--- config.mk ---
export PLATFORM = sky130hd
export DESIGN_NAME = serial_adder_ctrl
export DESIGN_NICKNAME = d
export VERILOG_FILES = /design/src/rtl/serial_adder_ctrl.sv
export SDC_FILE = /design/constraint.sdc
export NUM_CORES = 1
export LEC_CHECK = 0
export CORE_MARGIN = 2
export CORE_UTILIZATION = 52
export DETAILED_ROUTE_END_ITERATION = 12
export GPL_TIMING_DRIVEN = 1
export PLACE_DENSITY = 0.83
export SLEW_MARGIN = 20
export SYNTH_ARGS = -nofsm -noshare
export SYNTH_HDL_FRONTEND = slang
export SYNTH_SLANG_ARGS = --single-unit
--- constraint.sdc ---
create_clock -name clk -period 3.07 [get_ports clk]
set_input_delay 0.4605 -clock clk [delete_from_list [all_inputs] [get_ports clk]]
set_output_delay 0.4605 -clock clk [all_outputs]
set_load 0.03 [all_outputs]
--- src/rtl/serial_adder_ctrl.sv ---
// Bit-serial adder controller: time-shares one external full-adder cell,
// one operand bit per clock, LSB first, behind a start/busy/done handshake.
module serial_adder_ctrl #(
    parameter int WIDTH = 8
) (
    input  logic             clk,
    input  logic             rst,
    input  logic             start,
    input  logic [WIDTH-1:0] op_a,
    input  logic [WIDTH-1:0] op_b,
    input  logic             cin,
    output logic             busy,
    output logic             done,
    output logic [WIDTH-1:0] result,
    output logic             cout,
    output logic             fa_a,
    output logic             fa_b,
    output logic             fa_cin,
    input  logic             fa_sum,
    input  logic             fa_carry
);

    localparam int CW = $clog2(WIDTH) + 1;

    typedef enum logic [1:0] {
        S_IDLE = 2'd0,
        S_RUN  = 2'd1,
        S_DONE = 2'd2
    } state_t;

    state_t           state_q, state_d;
    logic [WIDTH-1:0] a_sh_q, a_sh_d;
    logic [WIDTH-1:0] b_sh_q, b_sh_d;
    logic             c_q, c_d;
    logic [CW-1:0]    cnt_q, cnt_d;
    logic [WIDTH-1:0] result_q, result_d;
    logic             cout_q, cout_d;

    always_ff @(posedge clk) begin
        if (rst) begin
            state_q  <= S_IDLE;
            a_sh_q   <= '0;
            b_sh_q   <= '0;
            c_q      <= 1'b0;
            cnt_q    <= '0;
            result_q <= '0;
            cout_q   <= 1'b0;
        end else begin
            state_q  <= state_d;
            a_sh_q   <= a_sh_d;
            b_sh_q   <= b_sh_d;
            c_q      <= c_d;
            cnt_q    <= cnt_d;
            result_q <= result_d;
            cout_q   <= cout_d;
        end
    end

    always_comb begin
        state_d  = state_q;
        a_sh_d   = a_sh_q;
        b_sh_d   = b_sh_q;
        c_d      = c_q;
        cnt_d    = cnt_q;
        result_d = result_q;
        cout_d   = cout_q;
        fa_a     = 1'b0;
        fa_b     = 1'b0;
        fa_cin   = 1'b0;
        busy     = 1'b0;
        done     = 1'b0;

        case (state_q)
            S_IDLE: begin
                if (start) begin
                    a_sh_d   = op_a;
                    b_sh_d   = op_b;
                    c_d      = cin;
                    cnt_d    = '0;
                    result_d = '0;
                    cout_d   = 1'b0;
                    state_d  = S_RUN;
                end
            end
            S_RUN: begin
                busy   = 1'b1;
                fa_a   = a_sh_q[0];
                fa_b   = b_sh_q[0];
                fa_cin = c_q;
                // Sum bits enter at the MSB so bit i lands in place after WIDTH shifts.
                result_d = {fa_sum, result_q[WIDTH-1:1]};
                c_d      = fa_carry;
                a_sh_d   = {1'b0, a_sh_q[WIDTH-1:1]};
                b_sh_d   = {1'b0, b_sh_q[WIDTH-1:1]};
                cnt_d    = cnt_q + CW'(1);
                if (cnt_q == CW'(WIDTH - 1)) begin
                    cout_d  = fa_carry;
                    state_d = S_DONE;
                end
            end
            S_DONE: begin
                busy    = 1'b1;
                done    = 1'b1;
                state_d = S_IDLE;
            end
            default: begin
                state_d = S_IDLE;
            end
        endcase
    end

    assign result = result_q;
    assign cout   = cout_q;

endmodule
Word-level counts from Yosys, hierarchy flattened. Cells that the tools add are included.

Word-level logic and storage cells: 40. Input bits: 22. Output and inout port bits: 14. Register bits: 32.

Add/subtract/negate cells: 1. Eq/ne operators: 5. Reductions and logical operators: 6. Multiplexer cells: 21.

Operator list (number): case mux 8 bit (2 select lines) (3); two-way mux 8 bit (3); two-way mux 1 bit (8); case mux 4 bit (2 select lines) (1); adder 4 x 1 -> 4 bit (second input constant) (1); == test 4 x 3 -> 1 bit (second input constant) (1); two-way mux 2 bit (2); two-way mux 4 bit (1); inequality test 2 bit (second input constant) (2); case mux 1 bit (2 select lines) (2); case mux 2 bit (2 select lines) (1); AND reduction 2 bit (2); AND reduction 3 bit (1); == test 2 x 1 -> 1 bit (second input constant) (1); == test 2 bit (second input constant) (1); logical NOT 2 bit (1); nonzero test 2 bit (1); OR reduction 2 bit (1).

Longest topological paths before layout. Gate-level depths: netlist of run 1.

Word-level depth: 3. Depth in mapped cells: 7. Gate-level depth less buffers: 5.

Worst setup path after synthesis of run 1. Ideal clock, no wire load.

Path type: flip-flop to output port. Start: register state_q[1]. End: output port fa_a. Buffers on the path: 1. Setup slack: 1.419 ns. Arrival: 1.191 ns. Cell stages (with the launch flop): 5. Data required time: 2.609 ns. Cell sequence: dfxtp_1 -> inv_1 -> ha_1 -> clkbuf_1 -> and2_1.

Word-level cells in the longest chain between the ends: 2.

Ends and longest elaborated chain: start, declared (line 31) `state_t state_q, state_d;`; start signal, assigned (line 49) `state_q <= state_d;`; == test 2 x 1 -> 1 bit (line 73) `case (state_q)`; two-way mux 1 bit (line 73); end, declared (line 16) `output logic fa_a,`.

No other way between the ends.

Worst setup path after layout of run 1.
Start: register state_q[1]. End: output port fa_b.

Word-level cells in the longest chain between the ends: 2.

Ends and longest elaborated chain: == test 2 x 1 -> 1 bit (line 73); two-way mux 1 bit (line 73); end, declared (line 17) `output logic fa_b,`.

No other way between the ends.

==> results of run 1 <==
[layer usage]
metal | up-vias | global-route usage (%) | part of all wire (%)
met1 | 557 | 23.3 | 47
met4 | 0 | 8.97 | 1.6
met3 | 7 | 4.76 | 4.7
met5 | - | 0 | 0
li1 | 633 | - | -
met2 | 25 | 33.8 | 47
[worst register-to-register path, delay by kind of cell (launching register included)]
kind / cells / cell delay [ns]
AOI/OAI and AO/OA: 1 / 0.25
adders and majority gates: 1 / 0.52
buffers and inverters: 1 / 0.13
DFF: 1 / 0.34
muxes: 1 / 0.72
and+or+nand+nor: 1 / 0.10
[report_power, final]
part / switching (mW) / internal, mW
Combinational: 0.332 / 0.251
Clock: 0.141 / 0.112
Sequential: 0.0532 / 0.512
Total: 0.526 / 0.874
[worst max-delay path by stage]
stage | from | to | slack, ns | cells after the start
6_report | state_q[1] | fa_b | 0.50 | 4
2_1_floorplan | state_q[1] | fa_a | 1.42 | 4
5_1_grt | state_q[1] | fa_cin | 0.36 | 4
3_3_place_gp | state_q[1] | fa_b | 0.94 | 4
3_5_place_dp | state_q[1] | fa_b | 0.85 | 4
4_1_cts | state_q[1] | fa_b | 0.48 | 4
[per-stage QoR]
step | total power, mW | cell area, sq um | hold slack (ns) | setup slack [ns]
after floorplan | 1.02 | 1470 | 0.432 | 1.42
final | 1.40 | 1890 | 0.464 | 0.498
after CTS | 1.41 | 1890 | 0.466 | 0.479
after global placement | 1.13 | 1820 | 0.437 | 0.940
after global routing | 1.49 | 1890 | 0.495 | 0.363
after detailed placement | 1.16 | 1820 | 0.454 | 0.848
[cell usage after synthesis, drive strengths merged]
library cell and count:
a211oi 15, a21bo 1, a21oi 13, a31oi 1, a32oi 1, and2 3
buf 6, clkbuf 7, dfxtp 32, ha 6, inv 2, mux2 1
mux2i 19, nand2 12, nand2b 6, nand3 10, nand3b 6, nor2 16
nor2b 2, o21ai 1, or4b 1
[final cells by class]
cell class                 count  share of cell area [%]
inverter                       2                   0.398
sequential                    32                    34.0
clock buffer                   7                    2.92
tap                           31                    2.06
multi-input combinational    114                    40.5
timing repair buffer          38                    19.8
clock inverter                 1                   0.398
[cells by family (layout without fill, tap and decap cells)]
logic type                 Yosys count  after routing  synth area share, %
DFF                                 32             32                 43.6
muxes                               20             20                 13.7
buffers and inverters               15             48                 4.35
and+or+nand+nor                     56             56                 19.0
AOI/OAI and AO/OA                   32             32                 14.2
adders and majority gates            6              6                 5.11
[state kept, by name, summed over array words and instances, names as in the netlist]
register	count
cout	1
b_sh_q	8
cnt_q	4
result	8
a_sh_q	8
state_q	2
c_q	1
==> metrics.md, run 1 <==
| Metric | Value |
|---|---|
| Worst Setup End Kind | output pin |
| Period Utilization, post-route | a little over four fifths |
| Overflow after GRT | 0 |
| Critical path class | register to output pin |
| Cell row count | 19 |
| Final setup violation count | 0 |
| WHS Path Cells | 2 |
| Worst Path Required | between 2 and 3 ns |
| Register area share after synthesis | between 40% and 50% |
| Reg-to-Reg Start | state_q[1] |
| Final WL | a little under 3000 um |
| Syn Inst Count | 161 |
| Layout Area Growth over Synthesis | 28.5% |
| RR Endpoint | a_sh_q[0] |
| # resized after CTS | 0 |
| Antenna Cells | 0 |
| Die Area | approximately 3300 sq um |
| Final Slew Violations | 0 |
| Slowest-stage cell, CP | clkdlybuf4s50_1 |
| Routed vias/inst | roughly 5.4 |
| Crit path max-delay family | buffers and inverters |
| H-tree lvl count | 2 |
| Fraction of layout cells with a size suffix above 1 | between 6 and 7% |
| Distinct cells, synth | 21 |
| Post-layout util | between 60% and 70% |
| Hold Crit Start | b_sh_q[7] |
| Run status | finished clean |
| CTS buffer count | 5 |
| FF/Latch Area | 641 sq um |
| R2R Setup Slk | just over 0.9 ns |
| Initial antenna violation count | 0 |
| WL/cell | 13.2 um |
| GPL Wtd Cong | about 0.75 |
| Fillers | 232 |
| Clk slew on worst S/H paths | 0.10 ns |
| Clock Latency Late Sink | roughly 0.33 ns |
| Nets | around 220 |
| Main area contributors after synthesis | dfxtp_1, mux2i_1, a211oi_1, ha_1, a21oi_1 |
| HP Class | register to register |
| Pin count of the biggest net entering global routing | between 40 and 50 |
| Drt pass-1 iters | 4 |
| Largest area contributor in the netlist | dfxtp_1 |
| Total core area | approximately 2700 sq um |
| GRT Overall Usage | between 15 and 20% |
| First-pass GRT wire length | slightly above 5000 um |
| Max-Cap Viols | 0 |
| Commonest cells after routing, fill and taps aside | clkdlybuf4s50_1, dfxtp_1, mux2i_1, nor2_1, a211oi_1 |
| Reg2reg path depth | 5 |
| Via count | roughly 1200 |
| CP max stage delay | around 0.66 ns |
| Sink Count | 32 |
| CTS root buf | clkbuf_4 |
| # Post-CTS Setup Buffers | 0 |
| Final hold vios | 0 |
| CTS tree | built |
| Antenna-violating nets left | 0 |
| Cell Chain, Critical Path | inv_1, ha_1, and2_1, clkdlybuf4s50_1 |
| Buf/Inv on CP | 2 |
| Slew of the pin with the lowest slew margin | 0.671 ns |
| Die Ht | 57.1 um |
| Maximum fanout along the worst path | 13 |
| Dpl cells | 217 |
| Fmax | between 300 and 400 MHz |
| Footprint of the multi-input gates | between 700 and 800 sq um |
| Sink of the worst hold path | b_sh_q[7] |
| Avg Cell Area, Syn | between 9 and 10 sq um |
| Port bufs | 35 |
| Worst slew margin | 55.3% |
| Cell Area, Synth | between 1000 and 1500 sq um |
| Synth top area share | between 40% and 50% |
| Final Non-Filler Cells | ~230 |
| RSZ-0062 raised after global routing | false |
| Sum Neg Setup Slack | 0 ns |
| Chip width | approximately 57 um |
| Clk_skew | around 0.0063 ns |
| Pwr Density | about 740 nW/um^2 |
| Number of global-route vias before repair | 1180 |
| Final Critical Period | around 2.6 ns |
| Initial Utilization | ~54% |
| Syn nets | ~190 |
| Longest Clk Path Bufs | 2 |
| I/O pins | 36 |
| LEAKAGE | around 0.68 nW |
| Most common cell after layout, fill and taps aside | clkdlybuf4s50_1 |
| CP startpoint kind | register |
| Hpwl dp | about 2100 um |
| Yosys warnings | 0 |
| Maximum vdd drop | 0.000601 V |
| Worst Path Arrival | roughly 2.1 ns |
| Number of synthesized register bits | 32 |
| Drt first-iter violations | 31 |
| Hold buffer count at CTS | 0 |
| Drc violations | 0 |
Power figures use the tool's default switching activity.
==> inputs of run 2 (changes only) <==
--- a/config.mk
+++ b/config.mk
@@ -6,10 +6,10 @@
 export NUM_CORES = 1
 export LEC_CHECK = 0
 export CORE_MARGIN = 2
-export CORE_UTILIZATION = 52
+export CORE_UTILIZATION = 43
 export DETAILED_ROUTE_END_ITERATION = 12
 export GPL_TIMING_DRIVEN = 1
-export PLACE_DENSITY = 0.83
+export PLACE_DENSITY = 0.73
 export SLEW_MARGIN = 20
 export SYNTH_ARGS = -nofsm -noshare
 export SYNTH_HDL_FRONTEND = slang
==> constraint.sdc (replaced) <==
create_clock -name clk -period 2.3 [get_ports clk]
set_input_delay 0.345 -clock clk [delete_from_list [all_inputs] [get_ports clk]]
set_output_delay 0.345 -clock clk [all_outputs]
set_load 0.03 [all_outputs]
==> metrics.md, run 2 (synthesized netlist as in run 1, its figures left out) <==
| Metric | Value |
|---|---|
| Clk_skew | ~0.006 ns |
| Critical path class | register to output pin |
| Drt first-iter violations | between 50 and 60 |
| Gr busiest metal | met2 |
| CTS tree | built |
| Routed vias/inst | between 5 and 6 |
| Max-Cap Viols | 0 |
| LEAKAGE | roughly 0.77 nW |
| Cell Chain, Critical Path | inv_1, ha_1, clkdlybuf4s50_1 |
| Longest Clk Path Bufs | 2 |
| Slowest-stage cell, CP | clkdlybuf4s50_1 |
| Chip width | approximately 62 um |
| Maximum vdd drop | 0.000434 V |
| Final Slew Violations | 0 |
| Number of global-route vias before repair | between 1000 and 1500 |
| Initial Utilization | 44.3% |
| Port bufs | 35 |
| # Post-CTS Setup Buffers | 0 |
| Sum Neg Setup Slack | 0 ns |
| Final WL | about 3200 um |
| CP max stage delay | approximately 0.66 ns |
| Crit. Startpoint | state_q[0] |
| RSZ-0062 raised after global routing | false |
| Fmax | between 400 and 500 MHz |
| CP startpoint kind | register |
| Nets | 224 |
| CTS root buf | clkbuf_4 |
| First-pass GRT wire length | between 5000 and 6000 um |
| Hold_ws | 0.457 ns |
| Maximum fanout along the worst path | 4 |
| Sink Count | 32 |
| Layout Area Growth over Synthesis | 33.6% |
| Final Non-Filler Cells | between 200 and 250 |
| H-tree lvl count | 2 |
| Clk slew on worst S/H paths | 0.10 ns |
| Worst slew margin | roughly half |
| Hold Crit Start | result[0] |
| GR met2 Demand/Resource | 30.6% |
| Antenna-violating nets left | 0 |
| Power Total | ~2.0 mW |
| Grt met1 use | 20.2% |
| HP Class | register to register |
| Overflow after GRT | 0 |
| FF/Latch Area | between 600 and 700 sq um |
| Dpl cells | 235 |
| Final setup violation count | 0 |
| Commonest cells after routing, fill and taps aside | dfxtp_1, clkdlybuf4s50_1, mux2i_1, nor2_1, a211oi_1 |
| Pwr Density | a little over 1000 nW/um^2 |
| Die Ht | about 62 um |
| Drt pass-1 iters | 4 |
| Reg-to-Reg Start | state_q[1] |
| Worst Path Arrival | 1.78 ns |
| Worst Setup End Kind | output pin |
| Run status | finished clean |
| Hpwl dp | 2220 um |
| Fraction of layout cells with a size suffix above 1 | ~7.6% |
| Initial antenna violation count | 0 |
| Footprint of the multi-input gates | approximately 760 sq um |
| GRT Overall Usage | between 10% and 20% |
| Via count | around 1300 |
| Drc violations | 0 |
| I/O pins | 36 |
| Final hold vios | 0 |
| Antenna Cells | 0 |
| GPL Wtd Cong | between 0.7 and 0.8 |
| Total core area | approximately 3300 sq um |
| Slew of the pin with the lowest slew margin | ~0.72 ns |
| Worst Path Required | 1.96 ns |
| Clock Latency Late Sink | roughly 0.33 ns |
| WL/cell | approximately 13 um |
| Pin count of the biggest net entering global routing | 41 |
| Die Area | around 3900 sq um |
| Fillers | roughly 320 |
| Fin area | roughly 2000 sq um |
| Placed Area | between 1500 and 2000 sq um |
| Period Utilization, post-route | 92.4% |
| Cell row count | 21 |
| Final Critical Period | 2.13 ns |
| CTS buffer count | 5 |
| GRT met3 Usage | 6.13% |
[run 2: changes by cell type in the layout (fill, tap and decap cells not counted), sizes merged]
cell and delta:
buf +3, bufinv +1, clkbuf -1, clkdlybuf4s50 -3, clkinv +1, clkinvlp -1, dlymetal6s2s +3
[run 2: worst paths after layout]
kind | to | slack [ns] | cells past startpoint
worst min register to register | result[0] | 0.46 | 2
worst max register to register | cnt_q[3] | 0.57 | 5
worst min-delay path | result[0] | 0.46 | 2
worst max-delay path | busy | 0.17 | 3
[run 2: critical path: cells and delay by family, from the launching register on]
family                   cells  cell delay, ns
flip-flops                   1            0.41
buffers and inverters        2            0.76
adder cells (fa/ha/maj)      1            0.28
[run 2: repair_timing]
| action | in CTS | in global routing |
|---|---|---|
| setup endpoints to repair | 0 | 3 |
| hold buffers | 0 | 0 |
| endpoints found under the hold margin | 0 | 0 |
| resized for setup | 0 | 3 |
[run 2: metal layers]
metal / vias to the layer above / share of wire (%)
met4: 0 / 1.3
li1: 637 / -
met5: - / 0
met2: 30 / 47
met1: 591 / 46
met3: 5 / 5.3
[run 2: stage by stage]
stage | setup slack (ns) | util, %
2_1_floorplan | 0.716 | -
3_3_place_gp | 0.457 | 56.7
3_5_place_dp | 0.399 | 56.7
4_1_cts | 0.0195 | 59.0
5_1_grt | 0.102 | 59.2
6_report | 0.174 | 59.2
[run 2: power by group]
part	switching (mW)	total, mW	internal (mW)
clock	0.190	0.418	0.228
combinational	0.463	0.832	0.369
sequential	0.0692	0.752	0.683
[run 2: final cells by class]
type                    count  area share [%]
inverters                   2           0.383
clock buffers               6            2.11
well taps                  46            2.94
repair buffers             41            21.2
multi-input cells         114            38.9
clock inverters             2            1.79
flip-flops and latches     32            32.7
